`config.mk`:
```
export PLATFORM = sky130hd
export DESIGN_NAME = sw_debouncer_flat
export DESIGN_NICKNAME = d
export VERILOG_FILES = /design/src/rtl/sw_db_pkg.sv /design/src/rtl/sw_debouncer_if.sv /design/src/rtl/debounce_ch.sv /design/src/rtl/sw_debouncer.sv /design/src/flat_wrapper.sv
export SDC_FILE = /design/constraint.sdc
export NUM_CORES = 1
export LEC_CHECK = 0
export BUFFER_PORTS_ARGS = -buffer_cell sky130_fd_sc_hd__buf_2
export CAP_MARGIN = 30
export CORE_UTILIZATION = 40
export CTS_CLUSTER_DIAMETER = 100
export DETAILED_ROUTE_END_ITERATION = 6
export GPL_ROUTABILITY_DRIVEN = 0
export PLACE_DENSITY = 0.64
export REMOVE_ABC_BUFFERS = 1
export SETUP_SLACK_MARGIN = 0.05
export SLEW_MARGIN = 20
export SYNTH_ARGS = -nofsm -noshare
export SYNTH_HDL_FRONTEND = slang
export SYNTH_SLANG_ARGS = --single-unit
```
`constraint.sdc`:
```
create_clock -name clk -period 1.8 [get_ports clk]
set_input_delay 0.18 -clock clk [delete_from_list [all_inputs] [get_ports clk]]
set_output_delay 0.18 -clock clk [all_outputs]
set_load 0.1 [all_outputs]
```
`src/rtl/sw_db_pkg.sv`:
```
`default_nettype none
// +--------------------------------------------------------------------------+
// | sw_db_pkg : shared state type and default sizes for the switch debouncer |
// | Revision  : 1.0                                                          |
// +--------------------------------------------------------------------------+
package sw_db_pkg;

    typedef enum logic [1:0] {
        ZERO  = 2'd0,
        WAIT1 = 2'd1,
        ONE   = 2'd2,
        WAIT0 = 2'd3
    } db_state_t;

    localparam int DB_N_DEFAULT = 20;
    localparam int DB_W_DEFAULT = 2;

endpackage : sw_db_pkg
`default_nettype wire

```
`src/rtl/sw_debouncer_if.sv`:
```
`default_nettype none
// +--------------------------------------------------------------------------+
// | sw_debouncer_if : raw switch levels in, debounced levels and ticks out   |
// | Revision        : 1.0                                                    |
// +--------------------------------------------------------------------------+
interface sw_debouncer_if #(
    parameter int W = 2
);
    logic [W-1:0] sw_in;
    logic [W-1:0] sw_db;
    logic [W-1:0] rise_tick;
    logic [W-1:0] fall_tick;

    modport master (
        output sw_in,
        input  sw_db,
        input  rise_tick,
        input  fall_tick
    );

    modport slave (
        input  sw_in,
        output sw_db,
        output rise_tick,
        output fall_tick
    );

endinterface : sw_debouncer_if
`default_nettype wire

```
`src/rtl/debounce_ch.sv`:
```
`default_nettype none
// +--------------------------------------------------------------------------+
// | debounce_ch : one channel - 2-flop synchroniser, 4-state FSM, counter    |
// | Revision    : 1.0                                                        |
// +--------------------------------------------------------------------------+
module debounce_ch
    import sw_db_pkg::*;
#(
    parameter int N = DB_N_DEFAULT
) (
    input  wire logic clk,
    input  wire logic reset_n,
    input  wire logic sw_i,
    output logic      db_o,
    output logic      rise_o,
    output logic      fall_o
);

    localparam logic [N-1:0] CNT_MAX = '1;
    localparam logic [N-1:0] CNT_ONE = {{(N-1){1'b0}}, 1'b1};

    logic [1:0]   sync_q;
    db_state_t    state_q;
    logic [N-1:0] cnt_q;
    logic         db_q;
    logic         rise_q;
    logic         fall_q;
    logic         s;

    assign s = sync_q[1];

    // Ticks default low every cycle so each one lasts exactly one clock.
    always_ff @(posedge clk or negedge reset_n) begin
        if (!reset_n) begin
            sync_q  <= 2'b00;
            state_q <= ZERO;
            cnt_q   <= '0;
            db_q    <= 1'b0;
            rise_q  <= 1'b0;
            fall_q  <= 1'b0;
        end else begin
            sync_q <= {sync_q[0], sw_i};
            rise_q <= 1'b0;
            fall_q <= 1'b0;
            case (state_q)
                ZERO: begin
                    if (s) begin
                        state_q <= WAIT1;
                        cnt_q   <= CNT_MAX;
                    end
                end
                WAIT1: begin
                    if (!s) begin
                        state_q <= ZERO;
                    end else if (cnt_q == '0) begin
                        state_q <= ONE;
                        db_q    <= 1'b1;
                        rise_q  <= 1'b1;
                    end else begin
                        cnt_q <= cnt_q - CNT_ONE;
                    end
                end
                ONE: begin
                    if (!s) begin
                        state_q <= WAIT0;
                        cnt_q   <= CNT_MAX;
                    end
                end
                WAIT0: begin
                    if (s) begin
                        state_q <= ONE;
                    end else if (cnt_q == '0) begin
                        state_q <= ZERO;
                        db_q    <= 1'b0;
                        fall_q  <= 1'b1;
                    end else begin
                        cnt_q <= cnt_q - CNT_ONE;
                    end
                end
                default: begin
                    state_q <= ZERO;
                    db_q    <= 1'b0;
                end
            endcase
        end
    end

    assign db_o   = db_q;
    assign rise_o = rise_q;
    assign fall_o = fall_q;

endmodule : debounce_ch
`default_nettype wire

```
`src/rtl/sw_debouncer.sv`:
```
`default_nettype none
// +--------------------------------------------------------------------------+
// | sw_debouncer : W independent debounce channels feeding the display stage |
// | Revision     : 1.0                                                       |
// +--------------------------------------------------------------------------+
module sw_debouncer
    import sw_db_pkg::*;
#(
    parameter int W = DB_W_DEFAULT,
    parameter int N = DB_N_DEFAULT
) (
    input  wire logic     clk,
    input  wire logic     reset_n,
    sw_debouncer_if.slave bus
);

    logic [W-1:0] ch_db;
    logic [W-1:0] ch_rise;
    logic [W-1:0] ch_fall;

    generate
        for (genvar i = 0; i < W; i++) begin : g_ch
            debounce_ch #(
                .N (N)
            ) u_ch (
                .clk     (clk),
                .reset_n (reset_n),
                .sw_i    (bus.sw_in[i]),
                .db_o    (ch_db[i]),
                .rise_o  (ch_rise[i]),
                .fall_o  (ch_fall[i])
            );
        end : g_ch
    endgenerate

    // Bits 0 and 1 become the display stage's enable and direction.
    assign bus.sw_db     = ch_db;
    assign bus.rise_tick = ch_rise;
    assign bus.fall_tick = ch_fall;

endmodule : sw_debouncer
`default_nettype wire

```
`src/flat_wrapper.sv`:
```
// flat-port wrapper written by rule: the top's interface ports become plain ports
module sw_debouncer_flat import sw_db_pkg::*;
#(
    parameter int W = DB_W_DEFAULT,
    parameter int N = DB_N_DEFAULT
)
  (clk, reset_n, bus_sw_in, bus_sw_db, bus_rise_tick, bus_fall_tick);
  sw_debouncer_if #(.W(W)) bus_i ();
  input  wire logic clk;
  input  wire logic reset_n;
  input wire logic [$bits(bus_i.sw_in)-1:0] bus_sw_in;
  output wire logic [$bits(bus_i.sw_db)-1:0] bus_sw_db;
  output wire logic [$bits(bus_i.rise_tick)-1:0] bus_rise_tick;
  output wire logic [$bits(bus_i.fall_tick)-1:0] bus_fall_tick;
  assign bus_i.sw_in = bus_sw_in;
  assign bus_sw_db = bus_i.sw_db;
  assign bus_rise_tick = bus_i.rise_tick;
  assign bus_fall_tick = bus_i.fall_tick;
  sw_debouncer #(.W(W), .N(N)) u_core (.clk(clk), .reset_n(reset_n), .bus(bus_i));
endmodule
```
==> reports/summary.txt <==
Clk buf depth: 2
Final setup vio count: 28
#FFs+latches synth: 54
Hpwl dp: 4620 um
Ys Warns: 0
Post-Synthesis Cell Area: 2890 um2
Run status: finished with violations
Largest net degree at the start of global routing: 39
H-tree Lvls: 2
Initial DRC count: 132
Synth-to-layout area growth: 47.3%
Worst vdd ir: 399 uV
WS Path Type: flop to flop
NetSw: 0.591 mW
WL per Instance: 16.5 um
R2R Setup Slk: -0.15 ns
Crit path from: u_core.g_ch[1].u_ch.cnt_q[13]
Startpoint Class: flop
Post-route ant nets: 0
CTS tree: yes
DIE WIDTH: 87.1 um
Antenna Cells: 0
Clock power share: 31.2%
Failing checks: negative setup slack
Register area share after synthesis: 46.7%
Max Clk Rate: 513 MHz
Die height: 87.1 um
Leak: 1.68 nW
Maximum capacitance violations: 0
Row count: 30
TritonRoute pass-1 iters: 5
Internal power: 1.69 mW
Crit-path max cell delay: 0.51 ns
Clock sink count: 54
PwrDens: 534 nW/um2
RSZ-0062 raised after global routing: yes
Synth Instances: 292
Share of cells above drive strength 1: 48.6%
IO Port Bufs: 9
Fin worst setup slack: -0.149 ns
CTS Buf Count: 5
DIE AREA: 7580 um2
Worst reg2reg path depth: 6
Layout fillers: 563
GRT Util Overall: 19.2%
Hold WC Path Type: input port to asynchronous set/reset pin
Worst Path Arrival: 2.13 ns
Fin. max-slew vios: 0
Ys flop type: dfrtp_1
Drt via density: 5.46
Area occupied by multi-input gates: 1850 um2
Worst-path clk slew: 0.10 ns
Worst relative slew slack: 64.0%
Crit end category: flop
Root Buffer: clkbuf_8
EDFF count, synth: 0
Comb pwr share: 12.8%
Slew at the pin closest to its max-slew limit: 0.538 ns
Most common cell in the netlist: dfrtp_1
Worst Setup EP: u_core.g_ch[1].u_ch.cnt_q[18]
Initial Utilization: 41.9%
Dpl ws: -0.292 ns
Unique masters post-synth: 52
# IOs: 10
Vias in the first global route: 2431
Min cycle time layout: 1.95 ns
RR Startpoint: u_core.g_ch[1].u_ch.cnt_q[13]
First-pass GRT wire length: 11400 um
Final Core Density: 61.7%
Cell accounting for the most synthesized area: dfrtp_1
Critical path cell sequence: or4_4 > or2_4 > buf_4 > nor4_4 > xnor2_1 > nand2_1
Final WL: 7950 um
Fin. Hold Viols: 0
Final worst-path cycle share: 108%
CP max-delay cell: or4_4
Fin nets: 394
Sw Share: 25.9%
Final Skew: 0.00951 ns
Critical R2R Capture: u_core.g_ch[1].u_ch.cnt_q[18]
Top post-synthesis cells by area: dfrtp_1 47%, xnor2_1 5.4%, nand2_1 3.8%
Required time of the critical path: 1.98 ns
Average size of a mapped cell: 9.91 um2
Synth async-reset ratio: 100%
Antenna violations before repair: 0
CP Max Fanout: 7
Sequential Area: 1360 um2
Vias: 2635
Synth top cells by count: 54 x dfrtp_1, 29 x nand2_1, 18 x a21oi_1, 18 x nor2_1, 18 x xnor2_1
Top-area cell type share of the netlist area: 46.7%
Clk_lat worst skew: 0.31 ns
GR Overflow Total: 0
Reg power frac: 56.1%
Core Region: 6910 um2
DR DRC count: 0
## layout by cell type (no fill, tap or decap), types with 3 or more instances in the layout
cell           Yosys  layout
nand3_1           13      12
nor3_4             1       7
o21ai_0            6       4
nor4_4             2       5
nand2b_1           4       4
nand2_1           29      24
inv_2              0       4
nor2_1            18      16
nor3_1            16       8
xor2_1             4       4
or3_1              6       5
dlygate4sd3_1      0       3
nor4_2             3       3
a211oi_2           0       6
o31ai_2            0       4
and3_1             5       4
dfrtp_1           54      51
a21oi_4            0       4
buf_4              6      78
xnor2_2            0       3
a21oi_2            0       5
nor3_2             3       5
nor3b_1            5       3
a31oi_1            4       4
inv_1              7       3
buf_2              3       9
a21oi_1           18      10
buf_12             0       4
nand2_2            0       3
dfrtp_2            0       3
xnor2_1           18      15
clkbuf_8           0       6
buf_6              1       7
nand4_1            8       8
## cell families after synthesis
logic type                 Yosys count  share of synthesized area (%)
and+or+nand+nor                    137                           28.3
DFF                                 54                           46.7
AOI/OAI and AO/OA                   52                           12.2
xor gates and xnor gates            22                           6.66
buffers and inverters               22                           4.02
adders and majority gates            4                           1.73
muxes                                1                          0.389
## power by group through the flow
stage,clock (mW),sequential [mW],combinational [mW]
floorplan,0,1.31,0.0843
global placement,0,1.30,0.238
detailed placement,0,1.30,0.243
CTS,0.720,1.27,0.257
global route,0.776,1.28,0.326
finish,0.710,1.28,0.291
## state kept, by name, summed over array words and instances (netlist names), named ones only
signal	cells
u_core.g_ch.u_ch.sync_q	4
u_core.g_ch.u_ch.db_o	2
u_core.g_ch.u_ch.state_q	2
u_core.g_ch.u_ch.rise_o	2
u_core.g_ch.u_ch.cnt_q	40
u_core.g_ch.u_ch.fall_o	2
## worst min-delay path by stage
stage / slack (ns) / to / start
2_1_floorplan: -0.12 / asynchronous set/reset pin / reset_n
3_3_place_gp: 0.15 / u_core.g_ch[0].u_ch.cnt_q[12] / reset_n
3_5_place_dp: 0.16 / u_core.g_ch[0].u_ch.cnt_q[10] / reset_n
4_1_cts: 0.36 / u_core.g_ch[0].u_ch.cnt_q[8] / reset_n
5_1_grt: 0.37 / u_core.g_ch[0].u_ch.cnt_q[10] / reset_n
6_report: 0.34 / u_core.g_ch[0].u_ch.cnt_q[17] / reset_n
## area by class of cell
| class | count | share of cell area (%) |
|---|---|---|
| Clock buffer | 7 | 2.03 |
| Clock inverter | 1 | 0.117 |
| Inverter | 7 | 0.617 |
| Multi-Input combinational cell | 217 | 43.4 |
| Sequential cell | 54 | 31.8 |
| Tap cell | 96 | 2.82 |
| Timing Repair Buffer | 101 | 19.2 |
## critical path: cells and delay by family, from the launching register on
kind / cells / cell delay [ns]
simple gates: 4 / 1.08
flops: 1 / 0.43
buf+inv: 1 / 0.16
xor+xnor: 1 / 0.15
## per-stage QoR
| step | TNS [ns] | hold WS (ns) | instance area, um2 | instances | total power, mW |
|---|---|---|---|---|---|
| after CTS | -1.82 | 0.356 | 3920 | 471 | 2.25 |
| after global routing | -4.66 | 0.368 | 4260 | 483 | 2.38 |
| final | -2.19 | 0.337 | 4260 | 483 | 2.28 |
| after floorplan | -3.14 | -0.116 | 2800 | 277 | 1.40 |
| after global placement | -4.62 | 0.147 | 3510 | 453 | 1.53 |
| after detailed placement | -5.86 | 0.156 | 3510 | 453 | 1.54 |
## per-layer routing
| layer | track usage, % | routed length (um) | vias up |
|---|---|---|---|
| li1 | - | - | 1252 |
| met1 | 24.7 | 3330 | 1314 |
| met2 | 32.6 | 4240 | 53 |
| met3 | 4.27 | 238 | 16 |
| met4 | 5.15 | 142 | 0 |
| met5 | 0 | 0 | - |
## what timing repair did
item | 4_1_cts | 5_1_grt
endpoints found under the hold margin | 18 | 0
pin swaps | 31 | 33
setup buffers | 8 | 12
gates resized for setup | 41 | 58
hold buffers | 3 | 0
cloned | 1 | 1
endpoints found under the setup margin | 42 | 48
(Power assumes the default switching activity.)
